**src/rtl/mul_flow_arbiter_if.sv**
```systemverilog
`default_nettype none
// ============================================================================
// Module      : mul_flow_arbiter_if
// Description : Requester, multiplier and result signals of the shared
//               multiplier arbiter. slave = arbiter, master = surroundings
//               (requesters, multiplier P output, result sinks).
// Revision    : 1.0  initial release
// ============================================================================
interface mul_flow_arbiter_if #(
    parameter int NREQ = 4,
    parameter int IDW  = 2
);
    logic [NREQ-1:0]   req_valid;
    logic [8*NREQ-1:0] req_a;
    logic [8*NREQ-1:0] req_b;
    logic [NREQ-1:0]   req_ready;
    logic              hold;
    logic [7:0]        mul_a;
    logic [7:0]        mul_b;
    logic [15:0]       mul_p;
    logic              res_valid;
    logic [IDW-1:0]    res_id;
    logic [15:0]       res_p;
    logic [3:0]        inflight;
    logic              idle;

    modport master (
        output req_valid, req_a, req_b, hold, mul_p,
        input  req_ready, mul_a, mul_b, res_valid, res_id, res_p, inflight, idle
    );

    modport slave (
        input  req_valid, req_a, req_b, hold, mul_p,
        output req_ready, mul_a, mul_b, res_valid, res_id, res_p, inflight, idle
    );
endinterface
`default_nettype wire

```
**src/rtl/mul_flow_arbiter.sv**
```systemverilog
`default_nettype none
// ============================================================================
// Module      : mul_flow_arbiter
// Description : Round-robin arbiter sharing one fixed-latency pipelined 8x8
//               multiplier among NREQ requesters. A {valid,id} tag pipeline
//               of depth LATENCY tracks each issued operation so the product
//               returns tagged with its originator.
//               Optional macro MUL_FLOW_ARBITER_RESREG_EN registers the result
//               outputs (total latency LATENCY+1).
// Revision    : 1.0  initial release
// ============================================================================
module mul_flow_arbiter #(
    parameter int NREQ    = 4,
    parameter int IDW     = 2,
    parameter int LATENCY = 7
) (
    input  wire logic          CP,
    input  wire logic          CLR_,
    mul_flow_arbiter_if.slave  bus
);

    localparam logic [IDW-1:0] c_last_rst = IDW'(NREQ - 1);

    logic [IDW-1:0]   r_last_grant;
    logic [IDW-1:0]   w_gidx;
    logic             w_xfer;
    logic             w_ret;
    logic [LATENCY-1:0] r_tag_v;
    logic [IDW-1:0]   r_tag_id [LATENCY];
    logic [3:0]       r_inflight;

    // Round-robin search starting just after the last granted requester
    always_comb begin : p_arb
        logic [IDW-1:0] v_idx;
        logic           v_found;
        v_idx   = '0;
        v_found = 1'b0;
        w_gidx  = '0;
        for (int k = 1; k <= NREQ; k++) begin
            v_idx = IDW'((int'(r_last_grant) + k) % NREQ);
            if (!v_found && bus.req_valid[v_idx]) begin
                v_found = 1'b1;
                w_gidx  = v_idx;
            end
        end
        // No grant while held or in reset; id forced to 0 so idle tags stay clean
        w_xfer = v_found && !bus.hold && CLR_;
        if (!w_xfer) begin
            w_gidx = '0;
        end
    end

    assign bus.req_ready = w_xfer ? (NREQ'(1) << w_gidx) : '0;
    assign bus.mul_a     = w_xfer ? bus.req_a[{w_gidx, 3'b000} +: 8] : 8'h00;
    assign bus.mul_b     = w_xfer ? bus.req_b[{w_gidx, 3'b000} +: 8] : 8'h00;

    // Remember the last granted requester so rotation resumes after it
    always_ff @(posedge CP or negedge CLR_) begin
        if (!CLR_) begin
            r_last_grant <= c_last_rst;
        end else if (w_xfer) begin
            r_last_grant <= w_gidx;
        end
    end

    // Tag pipeline aligned with the multiplier latency; shifts every cycle
    always_ff @(posedge CP or negedge CLR_) begin
        if (!CLR_) begin
            r_tag_v <= '0;
            for (int i = 0; i < LATENCY; i++) begin
                r_tag_id[i] <= '0;
            end
        end else begin
            r_tag_v[0]  <= w_xfer;
            r_tag_id[0] <= w_gidx;
            for (int i = 1; i < LATENCY; i++) begin
                r_tag_v[i]  <= r_tag_v[i-1];
                r_tag_id[i] <= r_tag_id[i-1];
            end
        end
    end

`ifdef MUL_FLOW_ARBITER_RESREG_EN
    logic           r_res_valid;
    logic [IDW-1:0] r_res_id;
    logic [15:0]    r_res_p;

    // Registered result stage; product zeroed on empty slots to keep it stable
    always_ff @(posedge CP or negedge CLR_) begin
        if (!CLR_) begin
            r_res_valid <= 1'b0;
            r_res_id    <= '0;
            r_res_p     <= '0;
        end else begin
            r_res_valid <= r_tag_v[LATENCY-1];
            r_res_id    <= r_tag_id[LATENCY-1];
            r_res_p     <= r_tag_v[LATENCY-1] ? bus.mul_p : 16'h0000;
        end
    end

    assign w_ret         = r_res_valid;
    assign bus.res_valid = r_res_valid;
    assign bus.res_id    = r_res_id;
    assign bus.res_p     = r_res_p;
`else
    assign w_ret         = r_tag_v[LATENCY-1];
    assign bus.res_valid = r_tag_v[LATENCY-1];
    assign bus.res_id    = r_tag_id[LATENCY-1];
    assign bus.res_p     = r_tag_v[LATENCY-1] ? bus.mul_p : 16'h0000;
`endif

    // Operations in flight: +1 on issue, -1 when a result is presented
    always_ff @(posedge CP or negedge CLR_) begin
        if (!CLR_) begin
            r_inflight <= 4'd0;
        end else begin
            case ({w_xfer, w_ret})
                2'b10:   r_inflight <= r_inflight + 4'd1;
                2'b01:   r_inflight <= r_inflight - 4'd1;
                default: r_inflight <= r_inflight;
            endcase
        end
    end

    assign bus.inflight = r_inflight;
    assign bus.idle     = (r_inflight == 4'd0) && !w_xfer;

endmodule
`default_nettype wire

```
**src/flat_wrapper.sv**
```systemverilog
// flat-port wrapper written by rule: the top's interface ports become plain ports
module mul_flow_arbiter_flat 
#(
    parameter int NREQ    = 4,
    parameter int IDW     = 2,
    parameter int LATENCY = 7
)
  (CP, CLR_, bus_req_valid, bus_req_a, bus_req_b, bus_hold, bus_mul_p, bus_req_ready, bus_mul_a, bus_mul_b, bus_res_valid, bus_res_id, bus_res_p, bus_inflight, bus_idle);
  mul_flow_arbiter_if #(.NREQ(NREQ), .IDW(IDW)) bus_i ();
  input  wire logic CP;
  input  wire logic CLR_;
  input wire logic [$bits(bus_i.req_valid)-1:0] bus_req_valid;
  input wire logic [$bits(bus_i.req_a)-1:0] bus_req_a;
  input wire logic [$bits(bus_i.req_b)-1:0] bus_req_b;
  input wire logic [$bits(bus_i.hold)-1:0] bus_hold;
  input wire logic [$bits(bus_i.mul_p)-1:0] bus_mul_p;
  output wire logic [$bits(bus_i.req_ready)-1:0] bus_req_ready;
  output wire logic [$bits(bus_i.mul_a)-1:0] bus_mul_a;
  output wire logic [$bits(bus_i.mul_b)-1:0] bus_mul_b;
  output wire logic [$bits(bus_i.res_valid)-1:0] bus_res_valid;
  output wire logic [$bits(bus_i.res_id)-1:0] bus_res_id;
  output wire logic [$bits(bus_i.res_p)-1:0] bus_res_p;
  output wire logic [$bits(bus_i.inflight)-1:0] bus_inflight;
  output wire logic [$bits(bus_i.idle)-1:0] bus_idle;
  assign bus_i.req_valid = bus_req_valid;
  assign bus_i.req_a = bus_req_a;
  assign bus_i.req_b = bus_req_b;
  assign bus_i.hold = bus_hold;
  assign bus_i.mul_p = bus_mul_p;
  assign bus_req_ready = bus_i.req_ready;
  assign bus_mul_a = bus_i.mul_a;
  assign bus_mul_b = bus_i.mul_b;
  assign bus_res_valid = bus_i.res_valid;
  assign bus_res_id = bus_i.res_id;
  assign bus_res_p = bus_i.res_p;
  assign bus_inflight = bus_i.inflight;
  assign bus_idle = bus_i.idle;
  mul_flow_arbiter #(.NREQ(NREQ), .IDW(IDW), .LATENCY(LATENCY)) u_core (.CP(CP), .CLR_(CLR_), .bus(bus_i));
endmodule
```
**config.mk**
```make
export PLATFORM = sky130hd
export DESIGN_NAME = mul_flow_arbiter_flat
export DESIGN_NICKNAME = d
export VERILOG_FILES = /design/src/rtl/mul_flow_arbiter_if.sv /design/src/rtl/mul_flow_arbiter.sv /design/src/flat_wrapper.sv
export SDC_FILE = /design/constraint.sdc
export NUM_CORES = 1
export LEC_CHECK = 0
export BUFFER_PORTS_ARGS = -buffer_cell sky130_fd_sc_hd__clkbuf_2
export CAP_MARGIN = 10
export CORE_ASPECT_RATIO = 0.9
export CORE_MARGIN = 2
export CORE_UTILIZATION = 39
export DETAILED_ROUTE_END_ITERATION = 6
export PLACE_DENSITY = 0.8
export SYNTH_ARGS = -nofsm -noshare
export SYNTH_HDL_FRONTEND = slang
export SYNTH_SLANG_ARGS = --single-unit
```
**constraint.sdc**
```tcl
create_clock -name CP -period 2.2 [get_ports CP]
set_input_delay 0.44 -clock CP [delete_from_list [all_inputs] [get_ports CP]]
set_output_delay 0.44 -clock CP [all_outputs]
set_load 0.005 [all_outputs]
```
==> results of run 1 <==
## per-stage QoR
step                hold WS, ns  instance area, um2
floorplan                 0.144                1640
global placement          0.333                2380
detailed placement        0.335                2380
CTS                       0.219                2530
global route              0.236                2580
finish                    0.207                2580
## logic make-up after synthesis
logic type | count (synthesis) | synth area share (%)
muxes | 34 | 20.9
and+or+nand+nor | 34 | 14.4
AOI/OAI and AO/OA | 28 | 10.9
DFF | 27 | 41.4
buffers and inverters | 14 | 7.49
xor gates and xnor gates | 5 | 2.68
adders and majority gates | 3 | 2.29
## final cells by class
cell class / count / area, um2
fillers: 326 / 1470
clock buffers: 3 / 41.3
flip-flops and latches: 27 / 678
well taps: 48 / 60.1
clock inverters: 1 / 5.00
multi-input cells: 105 / 901
repair buffers: 149 / 878
inverters: 4 / 15.0
## routing by layer
metal	vias to the layer above	wire, um
met3	9	494
met5	-	0
li1	808	-
met4	0	78
met1	711	1520
met2	100	2080
## cells in the mapped netlist (all sizes together)
library cell | count | area share [%]
mux2i | 33 | 20
dfrtp | 25 | 38
and2 | 17 | 6.5
o22ai | 16 | 6.1
buf | 8 | 5.9
a21oi | 4 | 1.5
inv | 4 | 0.92
nor2 | 4 | 0.92
o21ai | 4 | 1.5
xor2 | 4 | 2.1
ha | 3 | 2.3
nand2b | 3 | 1.1
a211oi | 2 | 0.92
clkbuf | 2 | 0.69
dfstp | 2 | 3.2
nor3b | 2 | 1.9
a21o | 1 | 0.46
a22oi | 1 | 0.46
and3 | 1 | 0.38
mux2 | 1 | 0.69
nand2 | 1 | 0.38
nand4bb | 1 | 0.69
nor2b | 1 | 0.38
nor3 | 1 | 0.61
nor4 | 1 | 0.38
nor4bb | 1 | 0.61
or4 | 1 | 0.46
xnor2 | 1 | 0.54
## worst max-delay path by stage
stage,from,to,slack (ns),cells past startpoint
after floorplan,bus_req_valid[3],u_core.bus.inflight[2],0.05,10
after global placement,bus_req_valid[3],u_core.bus.inflight[3],0.03,11
final,u_core.r_last_grant[1],bus_mul_b[7],-0.20,8
after detailed placement,bus_req_valid[3],u_core.bus.inflight[3],-0.08,11
after CTS,u_core.r_last_grant[1],bus_mul_b[6],-0.17,8
after global routing,u_core.r_last_grant[1],bus_mul_b[7],-0.29,8
## sequential cells by signal, summed over array words and instances, names as in the netlist
signal	flops
u_core.r_tag_v	7
u_core.r_tag_id	12
u_core.r_last_grant	2
u_core.bus.res_id	2
u_core.bus.inflight	4
## power by group through the flow
stage | clock [mW] | sequential (mW) | combinational (mW)
after floorplan | 0 | 0.659 | 0.483
after global routing | 0.294 | 0.678 | 0.950
final | 0.261 | 0.661 | 0.874
after detailed placement | 0 | 0.674 | 0.724
after global placement | 0 | 0.670 | 0.711
after CTS | 0.273 | 0.662 | 0.841
## repair_timing
item | in CTS | in global routing
buffers inserted | 3 | 2
cloned | 1 | 1
endpoints found under the setup margin | 18 | 20
gates resized for setup | 11 | 18
pin swaps | 6 | 6
## worst max-delay path, stage by stage (launching register included)
cell and delay [ns]:
sky130_fd_sc_hd__dfstp_2 0.56, sky130_fd_sc_hd__mux2i_1 0.21, sky130_fd_sc_hd__a21oi_2 0.09, sky130_fd_sc_hd__o21ai_4 0.08, sky130_fd_sc_hd__buf_12 0.16, sky130_fd_sc_hd__buf_8 0.13, sky130_fd_sc_hd__mux2i_1 0.21, sky130_fd_sc_hd__o22ai_1 0.11
sky130_fd_sc_hd__buf_2 0.14
==> reports/summary.md, run 1 <==
### Run status
• complete, but fails checks — run status
• setup timing — failing checks

### Synthesis
• 0 — count of synthesis-stage warnings from yosys
• 235 — number of nets in the synthesized netlist
• 27 — number of register bits inferred by synthesis
• 41.4% — fraction of the yosys area taken by sequential cells
• 1640 um2 — Mapped Area
• 11.3 um2 — Mapped Avg Cell Area
• 35 — Cell variety after synth
• 145 — number of instances in the synthesized netlist

### Drt
• 0 — Residual DRC
• 0 — Antenna Violating Nets Remaining
• 4170 um — total wire length after detailed routing
• 4 — router iterations before antenna repair
• 12.4 um — average wire length per cell after detail routing
• 1628 — Via Count
• 66 — first-iteration detailed-routing DRC count
• 4.83 — detail-routed via count per cell

### Floorplan
• 72.3 um — die boundary width
• 22 — Site Rows
• 4730 um2 — die outline area
• 4050 um2 — Core Area
• 40.4% — starting utilization of the core area
• 65.5 um — DIE HEIGHT
• 131 — boundary pin count

### Global routing
• 0 — total grt overflow
• 6180 um — wire length of the first global-routing pass
• 0 — antenna violations before repair
• met2 — global route hottest layer
• 16.3% — met1 usage
• 16.8% — All-Layer GR Usage
• 28 — pin count of the biggest net entering global routing
• 1500 — via count of the first global-routing pass
• 32.3% — GRT met2 Usage
• 5.52% — met3 Resource Use GR

### STA
• 0.315 ns — slew at the pin closest to its max-slew limit
• 0 — final count of hold timing violations
• -0.200 ns — final worst-path setup slack
• 2.40 ns — final critical delay including setup and external delays
• -2.59 ns — setup TNS
• 0.00724 ns — final clock skew
• 18 — # setup viols final
• 79.0% — relative slew slack
• 0 — count of final max-slew check failures
• yes — unrepaired setup endpoints after global routing
• 0.417 GHz — highest attainable clock frequency
• 109% — fin crit share

### Placed design
• 0.761 — routability-driven placement congestion ratio
• -0.0757 ns — worst setup slack after placement
• 130 — number of I/O port buffers
• 3350 um — placed wire-length estimate after detailed placement
• 327 — number of instances in the placed design

### Clocking
• 0.27 ns — insertion delay to the later sink of the worst-skew pair
• 1 — level count of the clock H-tree
• 0 — hold-fix buffer count after cts
• sky130_fd_sc_hd__clkbuf_8 — cell chosen for the clock root
• yes — CTS tree
• 3 — total clock buffers created by CTS
• 2 — worst-case clock buffer depth
• 27 — TritonCTS Sinks
• 0.08 ns — clock-pin slew reported for the worst setup and hold paths after clock tree synthesis

### Final layout
• 59.2% — ratio of cells with drive above 1 in the final layout
• 337 — final cell count without fillers
• 63.7% — utilization of the core after routing
• 0 — number of inserted diodes
• sky130_fd_sc_hd__clkbuf_2, sky130_fd_sc_hd__mux2i_1, sky130_fd_sc_hd__dfrtp_1 — most frequent cells in the layout
• 57.6% — area delta synth->final
• sky130_fd_sc_hd__clkbuf_2 — commonest non-fill, non-tap cell in the layout
• 380 — layout net count

### Worst setup path
• register — Critical Path Start Type
• u_core.r_tag_v[6] — source of the worst register-to-register timing path
• 7 — worst-case reg-to-reg path depth
• u_core.bus.inflight[2] — endpoint of the worst register-to-register path
• 6 — largest fanout on the critical path
• reg2out — kind of critical path
• 1.96 ns — data arrival at the endpoint of the critical path
• 0.57 ns — minimum setup slack among reg-to-reg paths
• primary output — Critical Path Sink Type
• 1.76 ns — worst endpoint required time

### Pwr
• 14.5% — Clk network pwr share
• 696 nW/um2 — Power Dens Cells
• 0.303 mV — peak supply drop
• 36.8% — part of the total power dissipated in sequential elements
• 1.22 mW — internal power contribution
• 1.48 nW — Leakage Power
• 1.80 mW — total chip power
• 32.2% — switching share of power
• 0.578 mW — power dissipated by switching net loads
• 48.7% — Logic pwr share

### Hold path
• in2async — Hold/Removal Path Class

### Run
• 0 — max-cap check violation count

Power figures use the tool's default switching activity.
==> run 2: changes to the inputs <==
--- a/config.mk
+++ b/config.mk
@@ -7,11 +7,13 @@
 export LEC_CHECK = 0
 export BUFFER_PORTS_ARGS = -buffer_cell sky130_fd_sc_hd__clkbuf_2
 export CAP_MARGIN = 10
+export CELL_PAD_IN_SITES_DETAIL_PLACEMENT = 0
+export CELL_PAD_IN_SITES_GLOBAL_PLACEMENT = 1
 export CORE_ASPECT_RATIO = 0.9
-export CORE_MARGIN = 2
-export CORE_UTILIZATION = 39
+export CORE_UTILIZATION = 27
 export DETAILED_ROUTE_END_ITERATION = 6
-export PLACE_DENSITY = 0.8
+export MAX_ROUTING_LAYER = met4
+export PLACE_DENSITY_LB_ADDON = 0.1
 export SYNTH_ARGS = -nofsm -noshare
 export SYNTH_HDL_FRONTEND = slang
 export SYNTH_SLANG_ARGS = --single-unit
==> run 2 against run 1 <==
  * Global-route usage fell by 3.4 points
  * Setup slack lost 0.012 ns
  * Cell area grew 2.0%
  * Largest power group unchanged
  * Register-to-register slack got worse by 0.04 ns
  * Via count decreased by 1.0%
  * Combinational power shrank 5.7%
  * The run ends with DRC, setup timing left
  * Flip-flop and latch count stayed put
  * Utilization down 18 points
==> reports/summary.md, run 2 (synthesis gave the netlist of run 1 again) <==
### Placed design
• 2430 um2 — area after detailed placement, +2.4%
• 130 — number of I/O port buffers, unchanged
• -0.0427 ns — worst setup slack after placement, +0.0330 ns
• 353 — number of instances in the placed design, +8.0%
• 0.769 — routability-driven placement congestion ratio, +1.2%
• 3450 um — placed wire-length estimate after detailed placement, +3.0%

### STA
• 0 — count of final max-slew check failures, unchanged
• 110% — fin crit share, +0.54 points
• 2.41 ns — final critical delay including setup and external delays, +0.0120 ns
• -3.12 ns — setup TNS, -0.523 ns
• 0.415 GHz — highest attainable clock frequency, -0.50%
• 0.316 ns — slew at the pin closest to its max-slew limit, +0.00143 ns
• 78.9% — relative slew slack, -0.095 points
• 0.00153 ns — final clock skew, -0.00571 ns
• 20 — # setup viols final, +2
• -0.212 ns — final worst-path setup slack, -0.0120 ns
• yes — unrepaired setup endpoints after global routing
• 0 — final count of hold timing violations, unchanged

### Final layout
• 572 — number of fill cells in the layout, +75%
• 678 um2 — sequential cell area in the final layout, unchanged
• 12 — number of flip-flops in the largest register, unchanged
• 60.7% — area delta synth->final
• 2630 um2 — final standard cell area without fillers, +2.0%
• 0 — number of inserted diodes, unchanged
• 58.8% — ratio of cells with drive above 1 in the final layout, -0.33 points
• 385 — layout net count, +1.3%
• u_core.r_tag_id — largest reg by FF count
• sky130_fd_sc_hd__clkbuf_2, sky130_fd_sc_hd__mux2i_1, sky130_fd_sc_hd__dfrtp_1 — most frequent cells in the layout
• sky130_fd_sc_hd__clkbuf_2 — commonest non-fill, non-tap cell in the layout
• 364 — final cell count without fillers, +8.0%
• 875 um2 — multi-input combinational cell area, -2.9%

### Floorplan
• 26 — Site Rows, +18%
• 84.1 um — die boundary width, +16%
• 131 — boundary pin count, unchanged
• 5760 um2 — Core Area, +42%
• 6380 um2 — die outline area, +35%
• 75.9 um — DIE HEIGHT, +16%
• 28.4% — starting utilization of the core area, -12 points

### Clocking
• sky130_fd_sc_hd__clkbuf_8 — cell chosen for the clock root
• 2 — worst-case clock buffer depth, unchanged
• yes — CTS tree
• 27 — TritonCTS Sinks, unchanged
• 0.26 ns — insertion delay to the later sink of the worst-skew pair, about the same
• 1 — level count of the clock H-tree, unchanged
• 0.08 ns — clock-pin slew reported for the worst setup and hold paths after clock tree synthesis, about the same
• 3 — total clock buffers created by CTS, unchanged

### Drt
• 6 — router iterations before antenna repair, +2
• 1611 — Via Count, -1.0%
• 4510 um — total wire length after detailed routing, +8.1%
• 12.4 um — average wire length per cell after detail routing, +0.12%
• 4.43 — detail-routed via count per cell, -8.4%
• 42 — first-iteration detailed-routing DRC count, -36%
• 0 — Antenna Violating Nets Remaining, unchanged
• 12 — Residual DRC, +12

### Global routing
• 0 — total grt overflow, unchanged
• 28 — pin count of the biggest net entering global routing, unchanged
• 6620 um — wire length of the first global-routing pass, +7.0%
• 13.4% — All-Layer GR Usage, -3.4 points
• 1475 — via count of the first global-routing pass, -1.7%
• 0 — antenna violations before repair, unchanged

### Worst setup path
• u_core.bus.inflight[2] — endpoint of the worst register-to-register path
• reg2out — kind of critical path
• register — Critical Path Start Type
• primary output — Critical Path Sink Type
• 1.97 ns — data arrival at the endpoint of the critical path, about the same
• 10 — largest fanout on the critical path, +4
• u_core.r_tag_v[6] — source of the worst register-to-register timing path
• 0.58 ns — delay of the slowest critical-path stage, +0.02 ns
• buf_4, nor3b_2, a21oi_2, o21ai_4, buf_12, clkbuf_16, mux2i_1, o22ai_1, clkbuf_2 — crit-path cells
• 0.53 ns — minimum setup slack among reg-to-reg paths, -0.04 ns
• u_core.r_last_grant[1] — launch point of the critical path
• bus_mul_a[4] — Setup crit end
• 7 — worst-case reg-to-reg path depth, unchanged
• 1.76 ns — worst endpoint required time, about the same
• sky130_fd_sc_hd__dfstp_2 — highest-delay cell along the critical path

### Hold path
• in2async — Hold/Removal Path Class

### Run status
• complete, but fails checks — run status
• DRC, setup timing — failing checks

### Pwr
• 1.51 nW — Leakage Power, +2.0%
• 1.75 mW — total chip power, -2.4%
• 0.274 mV — peak supply drop, -9.5%
• 667 nW/um2 — Power Dens Cells, -4.3%

### Run
• 0 — max-cap check violation count, unchanged

==> run 2: layout make-up <==
cell class	instances	share of cell area, %
Timing Repair Buffer	155	35.3
Tap cell	70	3.33
Inverter	4	0.571
Clock buffer	4	1.71
Sequential cell	27	25.8
Multi-Input combinational cell	104	33.3
==> run 2: power breakdown <==
group	internal, mW	switching [mW]
logic	0.480	0.344
clock network	0.129	0.134
registers	0.580	0.0858
total	1.19	0.564
==> run 2: repair_timing <==
action,4_1_cts,5_1_grt
cloned,1,3
setup endpoints to repair,19,20
gates resized for setup,8,9
setup buffers,1,2
hold buffers,0,0
pin swaps,2,6
==> run 2: per-layer routing <==
metal / vias to the layer above / track usage [%] / part of all wire, %
li1: 823 / - / -
met1: 726 / 17.5 / 46
met2: 62 / 22.5 / 48
met3: 0 / 2.82 / 6.0
met4: 0 / 1.15 / 0
met5: - / - / 0
==> run 2: worst min-delay path by stage <==
stage | start | to | cells after the start
after floorplan | CLR_ | u_core.bus.inflight[0] | 0
after global placement | u_core.r_tag_v[0] | u_core.r_tag_v[1] | 0
after detailed placement | u_core.r_tag_id[12] | u_core.r_tag_id[10] | 0
after CTS | CLR_ | u_core.bus.inflight[0] | 2
after global routing | CLR_ | u_core.bus.inflight[2] | 2
final | CLR_ | u_core.bus.inflight[0] | 2
==> run 2: metrics by stage <==
stage,utilization (%),hold WS [ns]
after floorplan,-,0.144
after global placement,42.3,0.332
after detailed placement,42.3,0.335
after CTS,43.9,0.213
after global routing,45.7,0.237
final,45.7,0.203
==> run 2: critical path: cells and delay by family, from the launching register on <==
kind | cells | cell delay (ns)
AOI/OAI and AO/OA | 3 | 0.39
buffers and inverters | 4 | 0.56
DFF | 1 | 0.58
muxes | 1 | 0.12
and+or+nand+nor | 1 | 0.05
